## src/rtl/up_dn_counter_pkg.sv

```systemverilog
// up_dn_counter_pkg: width, limit and count type shared by the counter and its interface
package up_dn_counter_pkg;
    localparam int WIDTH = 5;
    typedef logic [WIDTH-1:0] count_t;
    localparam count_t MAX = '1;
endpackage

```

## src/rtl/up_dn_counter_if.sv

```systemverilog
// up_dn_counter_if: control inputs and count/flag outputs of the saturating counter
interface up_dn_counter_if;
    import up_dn_counter_pkg::*;
    count_t IN;
    logic   Load;
    logic   Up;
    logic   Down;
    count_t Counter;
    logic   High;
    logic   Low;
    modport master (output IN, Load, Up, Down, input Counter, High, Low);
    modport slave  (input IN, Load, Up, Down, output Counter, High, Low);
endinterface

```

## src/rtl/up_dn_counter.sv

```systemverilog
// up_dn_counter: saturating up/down counter with parallel load and terminal-value flags
module up_dn_counter
    import up_dn_counter_pkg::*;
(
    input logic             CLK,
    input logic             RST,
    up_dn_counter_if.slave  bus
);
    count_t counter_q, counter_d;
    // next count: load beats down, down beats up; both directions clamp instead of wrapping
    always_comb begin
        counter_d = bus.Load ? bus.IN
                  : bus.Down ? (counter_q != '0 ? counter_q - count_t'(1) : counter_q)
                  : bus.Up ? (counter_q != MAX ? counter_q + count_t'(1) : counter_q)
                  : counter_q;
    end
    // count register, cleared the moment reset rises
    always_ff @(posedge CLK or posedge RST) begin
        if (RST) counter_q <= '0;
        else     counter_q <= counter_d;
    end
    // flags decode the register directly so they line up with the count they describe
    always_comb begin
        bus.Counter = counter_q;
        bus.High    = counter_q == MAX;
        bus.Low     = counter_q == '0;
    end
endmodule

```

## src/flat_wrapper.sv

```systemverilog
// flat-port wrapper written by rule: the top's interface ports become plain ports
module up_dn_counter_flat import up_dn_counter_pkg::*;
  (CLK, RST, bus_IN, bus_Load, bus_Up, bus_Down, bus_Counter, bus_High, bus_Low);
  up_dn_counter_if bus_i ();
  input logic CLK;
  input logic RST;
  input wire logic [$bits(bus_i.IN)-1:0] bus_IN;
  input wire logic [$bits(bus_i.Load)-1:0] bus_Load;
  input wire logic [$bits(bus_i.Up)-1:0] bus_Up;
  input wire logic [$bits(bus_i.Down)-1:0] bus_Down;
  output wire logic [$bits(bus_i.Counter)-1:0] bus_Counter;
  output wire logic [$bits(bus_i.High)-1:0] bus_High;
  output wire logic [$bits(bus_i.Low)-1:0] bus_Low;
  assign bus_i.IN = bus_IN;
  assign bus_i.Load = bus_Load;
  assign bus_i.Up = bus_Up;
  assign bus_i.Down = bus_Down;
  assign bus_Counter = bus_i.Counter;
  assign bus_High = bus_i.High;
  assign bus_Low = bus_i.Low;
  up_dn_counter u_core (.CLK(CLK), .RST(RST), .bus(bus_i));
endmodule
```

## config.mk

```make
export PLATFORM = sky130hd
export DESIGN_NAME = up_dn_counter_flat
export DESIGN_NICKNAME = d
export VERILOG_FILES = /design/src/rtl/up_dn_counter_pkg.sv /design/src/rtl/up_dn_counter_if.sv /design/src/rtl/up_dn_counter.sv /design/src/flat_wrapper.sv
export SDC_FILE = /design/constraint.sdc
export NUM_CORES = 1
export LEC_CHECK = 0
export CAP_MARGIN = 40
export CORE_AREA = 2 2 39 41
export CTS_CLUSTER_DIAMETER = 200
export DETAILED_ROUTE_END_ITERATION = 7
export DIE_AREA = 0 0 41 43
export DONT_BUFFER_PORTS = 1
export GPL_TIMING_DRIVEN = 0
export HOLD_SLACK_MARGIN = 0.12
export PLACE_DENSITY = 0.51
export SLEW_MARGIN = 25
export SYNTH_ARGS = -nofsm -noshare
export SYNTH_HDL_FRONTEND = slang
export SYNTH_SLANG_ARGS = --single-unit
```

## constraint.sdc

```tcl
create_clock -name CLK -period 2.69 [get_ports CLK]
set_input_delay 0.269 -clock CLK [delete_from_list [all_inputs] [get_ports CLK]]
set_output_delay 0.269 -clock CLK [all_outputs]
set_load 0.03 [all_outputs]
```

==> impl_metrics.tcl, run 1 <==
set metrics [dict create \
    outcome "complete, no violations" \
    drc 0 \
    min_path_type "in2reg" \
    cp.required_ns 2.81 \
    skew_ns 0.00163 \
    power_density_mw_per_mm2 799 \
    drtIter0Drc 2 \
    gp_congestion 0.681 \
    final.min_clock_period_ns 2.12 \
    path_clk_slew_ns 0.04 \
    antenna_found_initial 0 \
    placed_area_sq_um 440 \
    die_w_microns 41 \
    whs_ns 0.160 \
    grt_setup_unrepaired "false" \
    yosysWarningCount 0 \
    syn_avg_cell_area_sq_um 9.78 \
    ios 17 \
    antennaDiodeCount 0 \
    crit_arrival_ns 2.23 \
    synthesis.nets 57 \
    cts_root_buffer "clkbuf_4" \
    cts_sinks 5 \
    largest_register_ffs 5 \
    clockBufferDepth 2 \
    slew-limit-headroom_pct 63.2 \
    final_max_slew_viol_count 0 \
    fin_ws_ns 0.574 \
    die_h_microns 43 \
    peakVddDrop_mv 0.345 \
    nets 63 \
    insertion_delay_ns 0.24 \
    fin_area_sq_um 477 \
    grt_pass1_wl_mm 1.31 \
    cts_resized 0 \
    slowest_delay_ns 0.61 \
    cp-end-kind "flop" \
    path_class "reg2reg" \
    syn-cell-area_sq_um 420 \
    viasPerCell 5.02 \
    ys_ff_latch 5 \
    final_antenna_net_count 0 \
    portBuffers 0 \
    cts_tree "done" \
    synthFlopType "dfrtp_1" \
    core_area_sq_mm 0.00138 \
    yosys-top-cells-count "dfrtp_1, nand2_1, ha_1, o21ai_1, xnor2_1" \
    area_delta_synth_final_pct 13.4 \
    crit_fanout 6 \
    cts_hold_buf 1 \
    fin_tns_setup_ns 0 \
    postCtsSetupRepairBufs 0 \
    ys_types 25 \
    yosysSeqAreaShare_pct 29.8 \
    path_buf_inv 0 \
    wl_microns 825 \
    place_hpwl_microns 660 \
    start_util_pct 30.4 \
    finalSetupViolCount 0 \
    final_cells 64 \
    drtPass1Iterations 2 \
    grt_pass1_vias 311 \
    worst-slew-pin-transition_ns 0.550 \
    period_share_pct 78.7 \
    grt_max_degree 10 \
    cp_slowest_cell "or4_4" \
    postSynth.asyncResetShare_pct 100 \
    max_freq_mhz 473 \
    dp_slack_ns 0.563 \
    ff2ff_setup_slack_ns 0.57 \
    vias 321 \
    track_usage_pct 11.6 \
    cp_cell_sequence "or4_4 -> o21ai_4 -> nand2_4 -> mux2_1 -> mux2_2" \
    crit_family "simple AND/OR/NAND/NOR gates" \
    dieArea_sq_mm 0.00176 \
    cts_htree_levels 1 \
    drive_gt1_share_pct 18.8 \
    overflow 0 \
    rows 14 \
    yosysTopAreaCellShare_pct 29.8 \
    num-fill-cells 149 \
    hold_viol_final 0 \
    post-place-cells 59 \
    synth_top_area_cell "dfrtp_1" \
    ys_top_cells_by_area "dfrtp_1, ha_1, xnor2_1, fa_1, mux2i_1" \
    cp-start-kind "flop" \
    p_leak_nw 0.205 \
    synthCells 43 \
    synth_edf_count 0 \
    wire_per_inst_microns 12.9 \
    cap_viol_max_count 0 \
    cts_buffers 3 \
]
[logic make-up (layout without fill, tap and decap cells)]
| kind of cell | count (synthesis) | in the layout | synth area share [%] |
|---|---|---|---|
| AOI/OAI and AO/OA | 11 | 11 | 18.8 |
| xor gates and xnor gates | 4 | 4 | 8.33 |
| adders and majority gates | 4 | 4 | 13.7 |
| buffers and inverters | 2 | 7 | 1.78 |
| DFF | 5 | 5 | 29.8 |
| muxes | 4 | 4 | 10.1 |
| and+or+nand+nor | 13 | 13 | 17.6 |
[worst register-to-register path: cells and delay by family, from the launching register on]
family             cells  cell delay (ns)
muxes                  2             0.58
and+or+nand+nor        2             0.70
DFF                    1             0.56
AOI/OAI and AO/OA      1             0.17
[area by class of cell]
cell class | count | area [sq um] | area share [%]
Buffer | 1 | 3.75 | 0.787
Clock buffer | 4 | 26.3 | 5.51
Inverter | 1 | 3.75 | 0.787
Multi-Input combinational cell | 36 | 288 | 60.4
Sequential cell | 5 | 125 | 26.2
Tap cell | 16 | 20.0 | 4.20
Timing Repair Buffer | 1 | 10.0 | 2.10
[report_power, final]
group          switching, mW  internal [mW]  leakage [nW]
Clock                 0.0285         0.0559        0.0150
Combinational         0.0664         0.0677         0.130
Sequential            0.0702         0.0920        0.0597
Total                  0.165          0.216         0.205
[per-layer routing]
metal | GRT usage (%) | part of all wire, %
met5 | 0 | 0
met4 | 8.00 | 0
met3 | 4.19 | 8.8
met2 | 15.6 | 47
met1 | 14.7 | 44
[final timing paths]
check,from,end,depth (start not counted)
setup / recovery,u_core.bus.Counter[0],u_core.bus.Counter[3],5
hold / removal,bus_IN[1],u_core.bus.Counter[1],2
setup reg to reg,u_core.bus.Counter[0],u_core.bus.Counter[3],5
hold reg to reg,u_core.bus.Counter[4],u_core.bus.Counter[4],2
max in group asynchronous,RST,u_core.bus.Counter[3],2
min in group asynchronous,RST,u_core.bus.Counter[1],2
[metrics by stage]
step	utilization [%]	power, mW
floorplan	-	0.267
global placement	31.8	0.295
detailed placement	31.8	0.296
CTS	34.4	0.388
global route	34.4	0.416
finish	34.4	0.381
[layout by cell type, fill, tap and decap left out]
| cell type | instances |
|---|---|
| inv_1 | 1 |
| clkbuf_4 | 3 |
| nor2_1 | 2 |
| a211oi_1 | 1 |
| ha_1 | 3 |
| o21ai_2 | 1 |
| xnor2_1 | 3 |
| mux2_2 | 1 |
| nand3_1 | 2 |
| a21o_2 | 1 |
| o21ai_0 | 1 |
| a21oi_1 | 2 |
| nor2b_1 | 1 |
| mux2_1 | 1 |
| clkbuf_1 | 1 |
| a21boi_0 | 1 |
| mux2i_1 | 2 |
| o21ai_1 | 3 |
| buf_1 | 1 |
| fa_1 | 1 |
| xor2_1 | 1 |
| and3b_1 | 1 |
| o21ai_4 | 1 |
| dlygate4sd3_1 | 1 |
| or4_4 | 1 |
| nand2_1 | 5 |
| nand2_4 | 1 |
| dfrtp_1 | 5 |
No activity file was read; power rests on OpenSTA's default activity.
==> run 2: changes to the inputs <==
==> constraint.sdc (replaced) <==
create_clock -name CLK -period 2 [get_ports CLK]
set_input_delay 0.2 -clock CLK [delete_from_list [all_inputs] [get_ports CLK]]
set_output_delay 0.2 -clock CLK [all_outputs]
set_load 0.03 [all_outputs]
==> impl_metrics.tcl, run 2 (synthesis results as in run 1) <==
set metrics [dict create \
    outcome "complete, no violations" \
    crit_arrival_ns 2.11 \
    cts_root_buffer "clkbuf_4" \
    die_w_microns 41 \
    p_leak_nw 0.235 \
    wl_microns 780 \
    cap_viol_max_count 0 \
    cts_tree "done" \
    grt_max_degree 10 \
    drtIter0Drc 1 \
    drc 0 \
    final_cell_mix "dlygate4sd3_1, nand2_1, dfrtp_2" \
    peakVddDrop_mv 0.470 \
    track_usage_pct 12.2 \
    cp-start-kind "flop" \
    final_max_slew_viol_count 0 \
    grt_pass1_vias 361 \
    crit_fanout 5 \
    portBuffers 0 \
    nets 69 \
    top_layer "met4" \
    cp.required_ns 2.12 \
    dieArea_sq_mm 0.00176 \
    antennaDiodeCount 0 \
    vias 325 \
    insertion_delay_ns 0.23 \
    wire_per_inst_microns 11.1 \
    clockBufferDepth 2 \
    wl_met1_microns 351 \
    worst-slew-pin-transition_ns 0.551 \
    path_clk_slew_ns 0.04 \
    drtPass1Iterations 2 \
    wl_met3_microns 64 \
    core_area_sq_mm 0.00138 \
    place_hpwl_microns 619 \
    grt_setup_unrepaired "true" \
    max_freq_mhz 502 \
    path_class "reg2reg" \
    antenna_found_initial 0 \
    min_path_type "in2async" \
    cp-end-kind "flop" \
    start_util_pct 30.4 \
    num-fill-cells 144 \
    period_share_pct 99.6 \
    final_common_cell "dlygate4sd3_1" \
    drive_gt1_share_pct 27.8 \
    grt_pass1_wl_mm 1.40 \
    gp_congestion 0.637 \
    hold_viol_final 0 \
    cts_htree_levels 1 \
    final.min_clock_period_ns 1.99 \
    wl_met2_microns 355 \
    area_delta_synth_final_pct 30.1 \
    final_core_util_pct 39.5 \
    viasPerCell 4.64 \
    ios 17 \
    skew_ns 0.000405 \
    largest_register_ffs 5 \
    whs_ns 0.302 \
    overflow 0 \
    power_mw 0.538 \
    cts_buffers 3 \
    final_antenna_net_count 0 \
    power_density_mw_per_mm2 984 \
    rows 14 \
    finalSetupViolCount 0 \
    die_h_microns 43 \
    slew-limit-headroom_pct 63.2 \
    cts_sinks 5 \
]
==> run 2: cell types whose count changed in the layout (fill, tap and decap cells not counted) <==
cell	previous run	this run
dfrtp_1	5	1
dlygate4sd3_1	1	6
mux2_1	1	0
mux2_4	0	2
dfrtp_2	0	4
buf_4	0	1
mux2_2	1	0
==> run 2: worst paths after layout <==
kind / start / end / slack, ns / cells past startpoint
max: u_core.bus.Counter[3] / u_core.bus.Counter[3] / 0.007 / 5
min: RST / u_core.bus.Counter[0] / 0.30 / 2
max reg2reg: u_core.bus.Counter[3] / u_core.bus.Counter[3] / 0.007 / 5
min reg2reg: u_core.bus.Counter[1] / u_core.bus.Counter[1] / 0.77 / 2
max in group asynchronous: RST / u_core.bus.Counter[1] / 1.52 / 2
min in group CLK: bus_Load / u_core.bus.Counter[0] / 0.31 / 3
==> run 2: what timing repair did <==
item                                   4_1_cts  5_1_grt
setup endpoints to repair                    2        3
setup buffers                                1        0
resized for setup                            2        2
gates cloned                                 0        0
hold buffers                                 5        1
pin swaps                                    3        2
endpoints found under the hold margin       10        1
==> run 2: stage by stage <==
stage                     setup WS, ns  area, sq um  std cells  setup TNS [ns]
final                          0.00704          547         70               0
after global routing           -0.0372          547         70         -0.0539
after CTS                      -0.0362          532         69         -0.0362
after detailed placement       -0.0800          443         59         -0.0800
after global placement         -0.0681          443         59         -0.0681
after floorplan                0.00754          423         43               0
==> run 2: area by class of cell <==
type | count | area, sq um | area share, %
Timing Repair Buffer | 7 | 67.6 | 12.4
Sequential cell | 5 | 130 | 23.8
Tap cell | 16 | 20.0 | 3.66
Inverter | 1 | 3.75 | 0.686
Multi-Input combinational cell | 36 | 295 | 54.0
Clock buffer | 4 | 26.3 | 4.81
Buffer | 1 | 3.75 | 0.686
==> run 2: power breakdown <==
group          total (mW)  switching [mW]  leakage (nW)  internal [mW]
clock               0.112          0.0364        0.0150         0.0751
sequential          0.221          0.0931        0.0554          0.128
combinational       0.205          0.0919         0.164          0.113
==> run 2: worst max-delay path, cell delays in order (launching register included) <==
cell and delay, ns:
dfrtp_2 0.49, or4_4 0.58, o21ai_4 0.17, nand2_4 0.07, mux2_4 0.30, mux2_4 0.26
==> run 2: routing by layer <==
layer	up-vias	track usage, %
li1	174	-
met1	136	16.5
met2	13	15.3
met3	2	2.09
met4	0	12.0
met5	-	0
==> run 3: changes to the inputs <==
--- a/config.mk
+++ b/config.mk
@@ -14,7 +14,9 @@
 export GPL_TIMING_DRIVEN = 0
 export HOLD_SLACK_MARGIN = 0.12
 export PLACE_DENSITY = 0.51
+export SETUP_SLACK_MARGIN = 0.15
 export SLEW_MARGIN = 25
 export SYNTH_ARGS = -nofsm -noshare
 export SYNTH_HDL_FRONTEND = slang
 export SYNTH_SLANG_ARGS = --single-unit
+export TNS_END_PERCENT = 30
==> impl_metrics.tcl, run 3 (synthesis results as in run 1) <==
set metrics [dict create \
    cp_cell_sequence "or4_4 -> o21ai_4 -> nand2_4 -> mux2_4 -> mux2_4" \
    cts_tree "done" \
    final_core_util_pct 39.5 \
    dieArea_sq_mm 0.00176 \
    wire_per_inst_microns 12.3 \
    path_class "reg2reg" \
    rows 14 \
    cts_sinks 5 \
    p_leak_nw 0.235 \
    vias 343 \
    final_cell_mix "dlygate4sd3_1, nand2_1, dfrtp_2" \
    whs_ns 0.302 \
    cp-start-kind "flop" \
    path_clk_slew_ns 0.04 \
    cts_buffers 3 \
    drive_gt1_share_pct 27.8 \
    cp.required_ns 2.12 \
    final_max_slew_viol_count 0 \
    grt_pass1_wl_mm 1.37 \
    min_path_type "in2async" \
    period_share_pct 101 \
    drtPass1Iterations 2 \
    slew-limit-headroom_pct 63.2 \
    fin_tns_setup_ns -0.0170 \
    grt_max_degree 10 \
    placed_area_sq_um 444 \
    crit_fanout 6 \
    place_hpwl_microns 647 \
    drtIter0Drc 3 \
    largest_register_ffs 5 \
    num-fill-cells 145 \
    cp-end-kind "flop" \
    register_area_sq_um 130 \
    antenna_found_initial 0 \
    antennaDiodeCount 0 \
    portBuffers 0 \
    viasPerCell 4.90 \
    power_mw 0.544 \
    insertion_delay_ns 0.24 \
    cts_htree_levels 1 \
    cp_slowest_cell "or4_4" \
    core_area_sq_mm 0.00138 \
    wl_microns 864 \
    final_antenna_net_count 0 \
    violations "setup timing" \
    nets 69 \
    hold_viol_final 0 \
    slowest_delay_ns 0.59 \
    fin_ws_ns -0.0170 \
    start_util_pct 30.4 \
    final_cells 70 \
    dp_slack_ns -0.0513 \
    power_density_mw_per_mm2 994 \
    die_h_microns 43 \
    ios 17 \
    clockBufferDepth 2 \
    drc 0 \
    track_usage_pct 12.6 \
    finalSetupViolCount 1 \
    overflow 0 \
    crit_family "simple AND/OR/NAND/NOR gates" \
    worst-slew-pin-transition_ns 0.550 \
    skew_ns 0.00384 \
    gp_congestion 0.618 \
    die_w_microns 41 \
    outcome "complete, but fails checks" \
    peakVddDrop_mv 0.455 \
    cap_viol_max_count 0 \
    grt_pass1_vias 328 \
    crit_arrival_ns 2.13 \
    grt_setup_unrepaired "true" \
    cts_root_buffer "clkbuf_4" \
    path_buf_inv 0 \
    final.min_clock_period_ns 2.02 \
    multi_input_area_sq_um 295 \
    max_freq_mhz 496 \
    final_common_cell "dlygate4sd3_1" \
    cpMostUsedCell "mux2_4" \
    fin_area_sq_um 547 \
    post-place-cells 59 \
    area_delta_synth_final_pct 30.1 \
]
==> run 3: power by group <==
| part | switching, mW | total, mW | leakage [nW] | internal (mW) |
|---|---|---|---|---|
| clock network | 0.0379 | 0.113 | 0.0150 | 0.0752 |
| logic | 0.0935 | 0.207 | 0.164 | 0.114 |
| registers | 0.0951 | 0.223 | 0.0554 | 0.128 |
==> run 3: worst register-to-register path, cell delays in order, from the launching register on <==
cell and delay (ns):
dfrtp_2 0.50, or4_4 0.59, o21ai_4 0.17, nand2_4 0.07
mux2_4 0.30, mux2_4 0.26
==> run 3: layout make-up <==
type,count,share of cell area [%]
multi-input combinational,36,54.0
timing repair buffer,7,12.4
clock buffer,4,4.81
inverter,1,0.686
tap,16,3.66
buffer,1,0.686
sequential,5,23.8
==> run 3: repair_timing <==
item | 4_1_cts | 5_1_grt
endpoints found under the setup margin | 3 | 6
hold buffers | 5 | 1
cloned | 0 | 0
pin swaps | 3 | 2
hold endpoints to repair | 10 | 1
gates resized for setup | 2 | 1
setup buffers | 1 | 0
==> run 3: final timing paths <==
kind	start	depth (start not counted)	end	slack, ns
hold reg to reg	u_core.bus.Counter[0]	2	u_core.bus.Counter[0]	0.78
min in group CLK	bus_Load	3	u_core.bus.Counter[1]	0.32
setup reg to reg	u_core.bus.Counter[1]	5	u_core.bus.Counter[3]	-0.02
hold / removal	RST	2	u_core.bus.Counter[4]	0.30
setup / recovery	u_core.bus.Counter[1]	5	u_core.bus.Counter[3]	-0.02
max in group asynchronous	RST	2	u_core.bus.Counter[3]	1.52
==> run 3: layer usage <==
layer  GRT usage, %  wire length [microns]
met1           15.5                    380
met5              0                      0
met3           3.66                     61
met2           15.6                    388
met4           14.0                     34
